[src/rtl/pipe_hazard_ctrl_pkg.sv]
// rtl/pipe_hazard_ctrl_pkg.sv - shared pipeline sequencing types and constants
//
// Purpose:
//   Types and constants shared by the hazard controller and the pipeline
//   registers it steers:
//   - the mult/div sequencing state;
//   - the register-zero address;
//   - the stall/flush control bundle;
//   - a helper that matches a source operand against a destination register.
package pipe_hazard_ctrl_pkg;

  // Width of the mult/div busy down-counter. MD_LATENCY is legal from 2 to 255.
  localparam int MD_CNT_W = 8;

  // $zero is never a real producer, so it can never cause a load-use stall.
  localparam logic [4:0] REG_ZERO = 5'd0;

  typedef enum logic {
    RUN     = 1'b0,
    MD_BUSY = 1'b1
  } md_state_e;

  // Control bundle consumed by the PC, IF/ID and ID/EX registers.
  typedef struct packed {
    logic pc_write;
    logic ifid_write;
    logic ifid_flush;
    logic idex_bubble;
  } pipe_ctrl_t;

  // Normal advance: the PC and IF/ID load, and no bubble is inserted.
  localparam pipe_ctrl_t CTRL_RUN    = '{pc_write: 1'b1, ifid_write: 1'b1,
                                         ifid_flush: 1'b0, idex_bubble: 1'b0};
  // Stall: the PC and IF/ID hold, and ID/EX takes a bubble.
  localparam pipe_ctrl_t CTRL_STALL  = '{pc_write: 1'b0, ifid_write: 1'b0,
                                         ifid_flush: 1'b0, idex_bubble: 1'b1};
  // Taken branch: fetch the target and squash the wrong-path instruction
  // in both IF/ID and ID/EX.
  localparam pipe_ctrl_t CTRL_FLUSH  = '{pc_write: 1'b1, ifid_write: 1'b1,
                                         ifid_flush: 1'b1, idex_bubble: 1'b1};
  // Held in reset: nothing advances, and both pipeline registers hold NOPs.
  localparam pipe_ctrl_t CTRL_RESET  = '{pc_write: 1'b0, ifid_write: 1'b0,
                                         ifid_flush: 1'b1, idex_bubble: 1'b1};

  // True when an operand the ID instruction actually reads names register dst.
  function automatic logic src_match(input logic       uses,
                                     input logic [4:0] src,
                                     input logic [4:0] dst);
    return uses && (src == dst);
  endfunction

endpackage

[src/rtl/pipe_hazard_ctrl_md_busy_timer.sv]
// rtl/pipe_hazard_ctrl_md_busy_timer.sv - mult/div busy window timer
//
// Purpose:
//   Tracks the multi-cycle mult/div unit. Once issued, the unit stays busy
//   for MD_LATENCY cycles. done pulses on the last of those cycles.
//   An abort drops the operation immediately and produces no done pulse.
//
// Ports:
//   clk    in   core clock
//   start  in   issue a mult/div (ignored while busy)
//   abort  in   synchronous abandon/reset; also masks busy/done combinationally
//   busy   out  mult/div in progress
//   done   out  one-cycle pulse on the last busy cycle
module pipe_hazard_ctrl_md_busy_timer
  import pipe_hazard_ctrl_pkg::*;
#(
  parameter int MD_LATENCY = 32
) (
  input  logic clk,
  input  logic start,
  input  logic abort,
  output logic busy,
  output logic done
);

  // The counter is loaded with LATENCY-1 so that it reaches zero on the
  // LATENCY-th busy cycle, which is also the done cycle.
  localparam logic [MD_CNT_W-1:0] CNT_LOAD = MD_CNT_W'(MD_LATENCY - 1);

  md_state_e           r_st;
  md_state_e           w_st_nxt;
  logic [MD_CNT_W-1:0] r_cnt;
  logic [MD_CNT_W-1:0] w_cnt_nxt;

  always_ff @(posedge clk) begin
    if (abort) begin
      r_st  <= RUN;
      r_cnt <= '0;
    end else begin
      r_st  <= w_st_nxt;
      r_cnt <= w_cnt_nxt;
    end
  end

  always_comb begin
    w_st_nxt  = r_st;
    w_cnt_nxt = r_cnt;
    busy      = 1'b0;
    done      = 1'b0;
    case (r_st)
      RUN: begin
        if (start) begin
          w_st_nxt  = MD_BUSY;
          w_cnt_nxt = CNT_LOAD;
        end
      end
      MD_BUSY: begin
        busy = 1'b1;
        if (r_cnt == '0) begin
          done     = 1'b1;
          w_st_nxt = RUN;
        end else begin
          w_cnt_nxt = r_cnt - 1'b1;
        end
      end
      default: begin
        w_st_nxt  = RUN;
        w_cnt_nxt = '0;
      end
    endcase
    // While aborting, the register still shows the old state. Hide it so
    // that reset cannot leak a late done pulse.
    if (abort) begin
      busy = 1'b0;
      done = 1'b0;
    end
  end

endmodule

[src/rtl/pipe_hazard_ctrl.sv]
// rtl/pipe_hazard_ctrl.sv - 5-stage pipeline sequencing / hazard controller
//
// Purpose:
//   Decides each cycle whether the PC and IF/ID advance, whether IF/ID is
//   flushed, and whether a bubble goes into ID/EX. It handles three cases:
//   - load-use hazards;
//   - taken-branch flushes;
//   - the mult/div busy window.
//   It also counts stalled cycles in a saturating counter for debug.
//
// Ports:
//   clk, rst                     clock; synchronous active-high reset
//   id_rs_addr/id_rt_addr        source register fields of the ID instruction
//   id_uses_rs/id_uses_rt        the ID instruction really reads Rs/Rt
//   id_md_start                  the ID instruction is mult/multu/div/divu
//   id_reads_hilo                the ID instruction is mfhi/mflo
//   ex_memread, ex_rt_addr       load in EX and its destination register
//   ex_branch_taken              branch/jump in EX resolved taken
//   pc_write, ifid_write         advance enables
//   ifid_flush, idex_bubble      squash controls
//   md_busy, md_done             mult/div window and last-cycle pulse
//   stall_cycles                 saturating count of cycles with pc_write = 0
module pipe_hazard_ctrl
  import pipe_hazard_ctrl_pkg::*;
#(
  parameter int MD_LATENCY = 32,
  parameter int CNT_W      = 16
) (
  input  logic             clk,
  input  logic             rst,
  input  logic [4:0]       id_rs_addr,
  input  logic [4:0]       id_rt_addr,
  input  logic             id_uses_rs,
  input  logic             id_uses_rt,
  input  logic             id_md_start,
  input  logic             id_reads_hilo,
  input  logic             ex_memread,
  input  logic [4:0]       ex_rt_addr,
  input  logic             ex_branch_taken,
  output logic             pc_write,
  output logic             ifid_write,
  output logic             ifid_flush,
  output logic             idex_bubble,
  output logic             md_busy,
  output logic             md_done,
  output logic [CNT_W-1:0] stall_cycles
);

  localparam logic [CNT_W-1:0] CNT_MAX = '1;

  logic             w_lu_haz;
  logic             w_md_haz;
  logic             w_md_start;
  logic             w_md_busy;
  logic             w_md_done;
  pipe_ctrl_t       w_ctrl;
  logic [CNT_W-1:0] r_stall_cycles;

  // A load's result is not ready for an ID consumer until the load leaves
  // EX, so any real operand match stalls for exactly one cycle.
  assign w_lu_haz = ex_memread && (ex_rt_addr != REG_ZERO) &&
                    (src_match(id_uses_rs, id_rs_addr, ex_rt_addr) ||
                     src_match(id_uses_rt, id_rt_addr, ex_rt_addr));

  // HI/LO readers and a second mult/div wait for the whole busy window,
  // including the done cycle, so that they issue the cycle after it.
  assign w_md_haz = w_md_busy && (id_reads_hilo || id_md_start);

  // A wrong-path instruction (branch taken) or one that is about to stall
  // (load-use) must not start the unit. The timer ignores start while busy.
  assign w_md_start = id_md_start && !ex_branch_taken && !w_lu_haz;

  pipe_hazard_ctrl_md_busy_timer #(
    .MD_LATENCY (MD_LATENCY)
  ) u_md_timer (
    .clk   (clk),
    .start (w_md_start),
    .abort (rst),
    .busy  (w_md_busy),
    .done  (w_md_done)
  );

  always_comb begin
    w_ctrl = CTRL_RUN;
    if (rst) begin
      w_ctrl = CTRL_RESET;
    end else if (ex_branch_taken) begin
      // The branch outranks hazards on the instruction it squashes.
      w_ctrl = CTRL_FLUSH;
    end else if (w_lu_haz || w_md_haz) begin
      w_ctrl = CTRL_STALL;
    end
  end

  // Saturates instead of wrapping, so a long-running count stays meaningful.
  // Cycles spent in reset are not counted because the counter is held clear.
  always_ff @(posedge clk) begin
    if (rst) begin
      r_stall_cycles <= '0;
    end else if (!w_ctrl.pc_write && (r_stall_cycles != CNT_MAX)) begin
      r_stall_cycles <= r_stall_cycles + 1'b1;
    end
  end

  assign pc_write     = w_ctrl.pc_write;
  assign ifid_write   = w_ctrl.ifid_write;
  assign ifid_flush   = w_ctrl.ifid_flush;
  assign idex_bubble  = w_ctrl.idex_bubble;
  assign md_busy      = w_md_busy;
  assign md_done      = w_md_done;
  assign stall_cycles = r_stall_cycles;

endmodule

[config.mk]
export PLATFORM = sky130hd
export DESIGN_NAME = pipe_hazard_ctrl
export DESIGN_NICKNAME = d
export VERILOG_FILES = /design/src/rtl/pipe_hazard_ctrl_pkg.sv /design/src/rtl/pipe_hazard_ctrl_md_busy_timer.sv /design/src/rtl/pipe_hazard_ctrl.sv
export SDC_FILE = /design/constraint.sdc
export NUM_CORES = 1
export LEC_CHECK = 0
export BUFFER_PORTS_ARGS = -buffer_cell sky130_fd_sc_hd__buf_4
export CORE_ASPECT_RATIO = 1.4
export CORE_UTILIZATION = 55
export CTS_CLUSTER_DIAMETER = 100
export CTS_CLUSTER_SIZE = 28
export DETAILED_ROUTE_END_ITERATION = 8
export PLACE_DENSITY = 0.94
export SETUP_SLACK_MARGIN = 0.15
export SYNTH_ARGS = -nofsm -noshare
export SYNTH_HDL_FRONTEND = slang
export SYNTH_SLANG_ARGS = --single-unit
[constraint.sdc]
create_clock -name clk -period 3.3 [get_ports clk]
set_clock_uncertainty 0.05 [all_clocks]
set_input_delay 0.165 -clock clk [delete_from_list [all_inputs] [get_ports clk]]
set_output_delay 0.165 -clock clk [all_outputs]
set_load 0.02 [all_outputs]
==> summary.md, run 1 <==
| Metric | Value |
|---|---|
| Status | `complete, no violations` |
| Antenna violations before repair | `0` |
| Power Total | `0.593 mW` |
| Worst-Skew Late Latency | `0.32 ns` |
| CTS resizes | `0` |
| Worst Path Class, Setup | `flip-flop to flip-flop` |
| Synth Warn # | `0` |
| Clock slew at reported path FFs | `0.14 ns` |
| Drt wl/cell | `between 10 and 15 um` |
| Final Slew Violations | `0` |
| Filler Cell Count | `232` |
| FF+latch area | `between 500 and 600 sq um` |
| Die area | `0.00303 sq mm` |
| Std cell rows | `22` |
| Top FF cell, synth | `dfxtp_1` |
| Routed via count | `1,505` |
| Largest net degree at the start of global routing | `38` |
| Worst Path Buf+Inv | `0` |
| Starting Density | `58.5%` |
| DR pass1 iterations | `5` |
| Layout cells sized above 1 | `27.8%` |
| Via density per instance | `5.72` |
| Final period util | `70.5%` |
| Total wire length | `3580 um` |
| Fin nets | `approximately 250` |
| Max-cap check violation count | `0` |
| CTS max path bufs | `2` |
| TritonCTS Buffers | `3` |
| Post-synth EDFFs | `0` |
| PwrDens | `314 mW/mm^2` |
| Drt first-iter violations | `36` |
| Placer Congestion | `between 0.7 and 0.8` |
| Die height | `approximately 65 um` |
| Antenna Cells | `0` |
| Pre-CTS worst setup slack | `0.991 ns` |
| P&R area growth vs syn | `22.3%` |
| Vias in the first global route | `1,404` |
| Post-DP HPWL | `roughly 2700 um` |
| Syn Nets | `215` |
| Residual DRC | `0` |
| Flops & latches, synth | `25` |
| Worst EP required | `3.47 ns` |
| Sequential-to-total area share from yosys stat | `32.4%` |
| Crit path time final | `2.33 ns` |
| Lkg Pwr | `0.747 nW` |
| Clk root buf | `clkbuf_4` |
| Gr usage total | `approximately a quarter` |
| IO Pins | `45` |
| CTS tree | `done` |
| Setup Fix Bufs, Post-CTS | `0` |
| Post-CTS Hold Fix Bufs | `0` |
| Fmax | `430 MHz` |
| Die span in x | `46.8 um` |
| Slowest cell delay on critical path | `0.55 ns` |
| Mapped Cells | `190` |
| Crit-path max FO | `18` |
| Peak supply drop | `about 0.28 mV` |
| Antenna viol nets, final | `0` |
| Htree depth | `1` |
| Port-buffer cells | `44` |
| Headroom to the max-slew limit | `58.7%` |
| Worst-path cell chain | `nor2b_1 -> o21ai_0 -> o21a_1 -> nor4b_1 -> mux2_2` |
| Setup WS post-layout | `0.974 ns` |
| CP arrival | `2.49 ns` |
| Slowest-stage cell, CP | `dfxtp_1` |
| Global-route wire length before repair | `5930 um` |
| Final Hold Vio Count | `0` |
| Worst slew pin tran | `~0.61 ns` |
| Fin Setup TNS | `0 ns` |
| CP endpoint kind | `flip-flop` |
| Unique cell type count in the Yosys netlist | `48` |
| Clk sinks | `25` |
| RSZ-0062 raised after global routing | `false` |
| Hold Path Class | `input port to flip-flop` |
| Multi-input gate area | `961 sq um` |
| Core ar. | `approximately 0.0026 sq mm` |
| Crit-path leading delay family | `simple AND/OR/NAND/NOR gates` |
| Gr ovfl total | `0` |
| Post-synthesis cell area | `0.00155 sq mm` |
| Syn Area/Cell | `just over 8 sq um` |
| Final setup viols | `0` |
| Startpoint types | `flip-flop` |
| Ys async rst share | `0%` |
## cell usage in the layout, fill, tap and decap left out, types with 3 or more instances in the layout
| cell type | count |
|---|---|
| buf_4 | 44 |
| nor2_1 | 25 |
| dfxtp_1 | 25 |
| nand3_1 | 13 |
| a21oi_1 | 11 |
| nor2b_1 | 10 |
| xor2_1 | 8 |
| nand2_1 | 8 |
| mux2_2 | 8 |
| inv_1 | 6 |
| nor4_1 | 5 |
| or4_1 | 4 |
| o31ai_1 | 4 |
| or3_1 | 4 |
| or2_2 | 3 |
| o21ai_0 | 3 |
| o21a_1 | 3 |
| and3_1 | 3 |
| clkbuf_4 | 3 |
## layout make-up
class | count | share of cell area (%)
well taps | 36 | 2.38
inverters | 6 | 1.19
multi-input cells | 148 | 50.9
clock buffers | 3 | 1.19
repair buffers | 44 | 17.5
flip-flops and latches | 25 | 26.5
clock inverters | 1 | 0.397
## sequential cells by signal (all words and copies together), names as in the netlist
name and count:
u_md_timer.r_cnt 8, stall_cycles 16, u_md_timer.r_st 1
## per-stage QoR
stage	hold slack [ns]	cell area, sq um	instances	util [%]
final	0.189	1890	263	71.5
after global routing	0.183	1890	263	71.5
after CTS	0.172	1890	263	71.5
after detailed placement	0.433	1860	259	70.4
after global placement	0.422	1860	259	70.4
after floorplan	0.406	1550	190	-
## synth_stat cells (2+ instances only)
library cell / n / share of area [%]
mux2_2: 8 / 5.8
o21ai_1: 2 / 0.65
nor3_1: 2 / 0.65
and4_1: 2 / 1.1
a21oi_1: 11 / 3.6
nand2_1: 8 / 1.9
nor4b_1: 2 / 1.1
or3_1: 4 / 1.6
dfxtp_1: 25 / 32
xnor2_1: 2 / 1.1
nor2b_1: 10 / 4.0
buf_6: 2 / 1.5
nor4_2: 2 / 1.6
o21ai_0: 3 / 0.97
o21a_1: 3 / 1.5
or4_1: 4 / 1.9
o31a_1: 2 / 1.1
o31ai_1: 4 / 1.9
xor2_1: 8 / 4.5
nand4_1: 2 / 0.81
and3_1: 3 / 1.2
nor4_1: 5 / 2.0
nand3_1: 13 / 4.2
ha_1: 2 / 1.6
or2_2: 3 / 1.2
a21o_1: 2 / 0.97
nor2_1: 25 / 6.1
clkbuf_1: 6 / 1.5
inv_1: 6 / 1.5
## worst register-to-register path, stage by stage, from the launching register on
cell,delay (ns)
dfxtp_1,0.55
nor2b_1,0.30
o21ai_0,0.18
o21a_1,0.35
nor4b_1,0.43
mux2_2,0.37
## layer usage
layer / wire length, um / track usage [%]
met5: 0 / 0
met4: 24 / 9.29
met3: 69 / 2.51
met2: 2020 / 47.0
met1: 1470 / 29.9
## worst paths after layout
path | start | endpoint | slack [ns] | cells after the start
min reg2reg | u_md_timer.r_cnt[0]$_SDFFE_PP0P_ | u_md_timer.r_cnt[0]$_SDFFE_PP0P_ | 0.45 | 2
max | u_md_timer.r_st$_SDFF_PP0_ | stall_cycles[9]$_SDFFE_PP0P_ | 0.97 | 5
max reg2reg | u_md_timer.r_st$_SDFF_PP0_ | stall_cycles[9]$_SDFFE_PP0P_ | 0.97 | 5
min | rst | u_md_timer.r_st$_SDFF_PP0_ | 0.19 | 2
## report_power, final
part / internal, mW / leakage, nW / switching, mW
clock network: 0.0462 / 0.0139 / 0.0924
registers: 0.313 / 0.203 / 0.0109
logic: 0.0576 / 0.530 / 0.0730
total: 0.417 / 0.747 / 0.176
## cell families (layout without fill, tap and decap cells)
| group | after synthesis | after routing | share of synthesized area (%) |
|---|---|---|---|
| simple gates | 91 | 91 | 32.5 |
| compound gates | 36 | 36 | 15.9 |
| flops | 25 | 25 | 32.4 |
| buf+inv | 17 | 54 | 5.42 |
| xor+xnor | 10 | 10 | 5.67 |
| mux | 9 | 9 | 6.56 |
| fa+ha+maj | 2 | 2 | 1.62 |
(Power assumes the default switching activity.)
==> run 2: changes to the inputs <==
Settings changed: CORE_UTILIZATION 55 to 51, PLACE_DENSITY 0.94 to 0.89.
Clock period 3.3 ns to 2.4 ns, I/O delays scaled along.
==> summary.md, run 2 (same netlist as run 1, synthesis figures left out) <==
| Metric | Value |
|---|---|
| Slowest-stage cell, CP | `o21a_1` |
| Post-CTS Hold Fix Bufs | `0 (unchanged)` |
| CP arrival | `1.98 ns (-0.51 ns)` |
| Final setup viols | `0 (unchanged)` |
| DR pass1 iterations | `5 (unchanged)` |
| Fmax | `464 MHz` |
| Gr ovfl total | `0 (unchanged)` |
| Post-DP HPWL | `2810 um (+2.5%)` |
| Starting Density | `53.7% (-4.8 points)` |
| Most frequent cells in the layout | `buf_4 (49), nor2_1 (25), dfxtp_1 (25)` |
| Worst slew pin tran | `0.557 ns (-0.0570 ns)` |
| P&R area growth vs syn | `26.4%` |
| Metal3 WL | `118 um (+71%)` |
| Final Hold Vio Count | `0 (unchanged)` |
| Lkg Pwr | `0.779 nW (+4.3%)` |
| Status | `complete, no violations` |
| Fin nets | `258 (+2.0%)` |
| Total wire length | `3760 um (+5.1%)` |
| Core ar. | `0.00288 sq mm (+8.9%)` |
| Global-route wire length before repair | `6000 um (+1.3%)` |
| Worst-Skew Late Latency | `0.26 ns (-0.06 ns)` |
| Worst Path Class, Setup | `input port to primary output` |
| RSZ-0062 raised after global routing | `false` |
| FF+latch area | `500 sq um (unchanged)` |
| Max layer used | `met4` |
| IO Pins | `45 (unchanged)` |
| Antenna viol nets, final | `0 (unchanged)` |
| Clock slew at reported path FFs | `0.09 ns (-0.05 ns)` |
| Crit-path max FO | `18 (unchanged)` |
| Slowest cell delay on critical path | `0.54 ns (about the same)` |
| Drt wl/cell | `14.0 um (+2.8%)` |
| Headroom to the max-slew limit | `62.9% (+4.2 points)` |
| Layout cells sized above 1 | `29.7% (+2.0 points)` |
| Via density per instance | `5.77 (+0.76%)` |
| Peak supply drop | `0.308 mV (+9.8%)` |
| CTS max path bufs | `2 (unchanged)` |
| Filler Cell Count | `248 (+6.9%)` |
| Largest register FFs | `16 (unchanged)` |
| Startpoint types | `input port` |
| Gr usage total | `23.5% (-2.5 points)` |
| TritonCTS Buffers | `3 (unchanged)` |
| Vias in the first global route | `1,474 (+5.0%)` |
| Fin Setup TNS | `0 ns (unchanged)` |
| CP endpoint kind | `primary output` |
| Largest net degree at the start of global routing | `38 (unchanged)` |
| Worst EP required | `2.23 ns (-1.24 ns)` |
| Crit path time final | `2.15 ns` |
| Die span in x | `48.5 um (+3.7%)` |
| Hold Path Class | `input port to flip-flop` |
| Routed via count | `1,551 (+3.1%)` |
| Htree depth | `1 (unchanged)` |
| Max-cap check violation count | `0 (unchanged)` |
| Drt first-iter violations | `38 (+5.6%)` |
| Setup Fix Bufs, Post-CTS | `0 (unchanged)` |
| Multi-input gate area | `967 sq um (+0.65%)` |
| WL met1 | `1450 um (-1.5%)` |
| Final Slew Violations | `0 (unchanged)` |
| Antenna Cells | `0 (unchanged)` |
| Core Util, Final | `67.9% (-3.6 points)` |
| Pre-CTS worst setup slack | `0.179 ns (-0.812 ns)` |
| Commonest non-fill, non-tap cell in the layout | `buf_4` |
| Residual DRC | `0 (unchanged)` |
| Setup WS post-layout | `0.246 ns (-0.728 ns)` |
| Final period util | `89.8%` |
| Std cell rows | `23 (+4.5%)` |
| Clk root buf | `clkbuf_8` |
| Die height | `67.1 um (+3.7%)` |
| Clk sinks | `25 (unchanged)` |
| Antenna violations before repair | `0 (unchanged)` |
| Port-buffer cells | `44 (unchanged)` |
| Worst-path cell chain | `buf_4 -> or4_1 -> o21ai_1 -> o21a_1 -> nor2_1 -> nor2_1 -> buf_4` |
| PwrDens | `457 mW/mm^2 (+46%)` |
| Die area | `0.00326 sq mm (+7.6%)` |
| Placer Congestion | `0.811 (+9.2%)` |
| CTS tree | `done` |
| DR WL met2 | `2100 um (+3.9%)` |
==> run 2: layer usage <==
layer / global-route usage, % / up-vias
met5: 0 / -
met4: 14.0 / 0
li1: - / 771
met2: 47.7 / 39
met1: 22.5 / 731
met3: 3.15 / 10
==> run 2: path summary, 6_finish.rpt <==
path                               startpoint                                to  slack (ns)  cells after the start
max                             ex_rt_addr[1]                        ifid_write        0.25                      7
min                                       rst        u_md_timer.r_st$_SDFF_PP0_        0.21                      2
max reg2reg      stall_cycles[8]$_SDFFE_PP0P_      stall_cycles[9]$_SDFFE_PP0P_        0.36                      6
min reg2reg  u_md_timer.r_cnt[0]$_SDFFE_PP0P_  u_md_timer.r_cnt[0]$_SDFFE_PP0P_        0.45                      2
==> run 2: worst max-delay path, delay by kind of cell <==
kind                   cells  cell delay (ns)
and+or+nand+nor            3             0.76
buffers and inverters      2             0.30
AOI/OAI and AO/OA          2             0.80
==> run 2: final cells by class <==
class	count	area share, %
inverters	6	1.15
repair buffers	49	18.8
flip-flops and latches	25	25.6
clock buffers	3	2.11
clock inverters	1	0.384
multi-input cells	148	49.5
well taps	37	2.37
==> run 2: report_power, final <==
| group | leakage, nW | internal (mW) | switching [mW] |
|---|---|---|---|
| registers | 0.203 | 0.430 | 0.0122 |
| logic | 0.555 | 0.0900 | 0.107 |
| clock network | 0.0217 | 0.117 | 0.137 |
| total | 0.779 | 0.637 | 0.256 |
==> run 2: per-stage QoR <==
| step | power, mW | area (sq um) | hold slack [ns] | instances |
|---|---|---|---|---|
| finish | 0.893 | 1950 | 0.214 | 269 |
| global route | 0.936 | 1950 | 0.212 | 269 |
| CTS | 0.902 | 1950 | 0.202 | 269 |
| detailed placement | 0.648 | 1900 | 0.437 | 265 |
| global placement | 0.641 | 1900 | 0.426 | 265 |
| floorplan | 0.573 | 1550 | 0.402 | 190 |
==> run 2: what timing repair did <==
| action | CTS | global route |
|---|---|---|
| endpoints found under the setup margin | 0 | 8 |
| endpoints found under the hold margin | 0 | 0 |
| gates resized for setup | 0 | 1 |
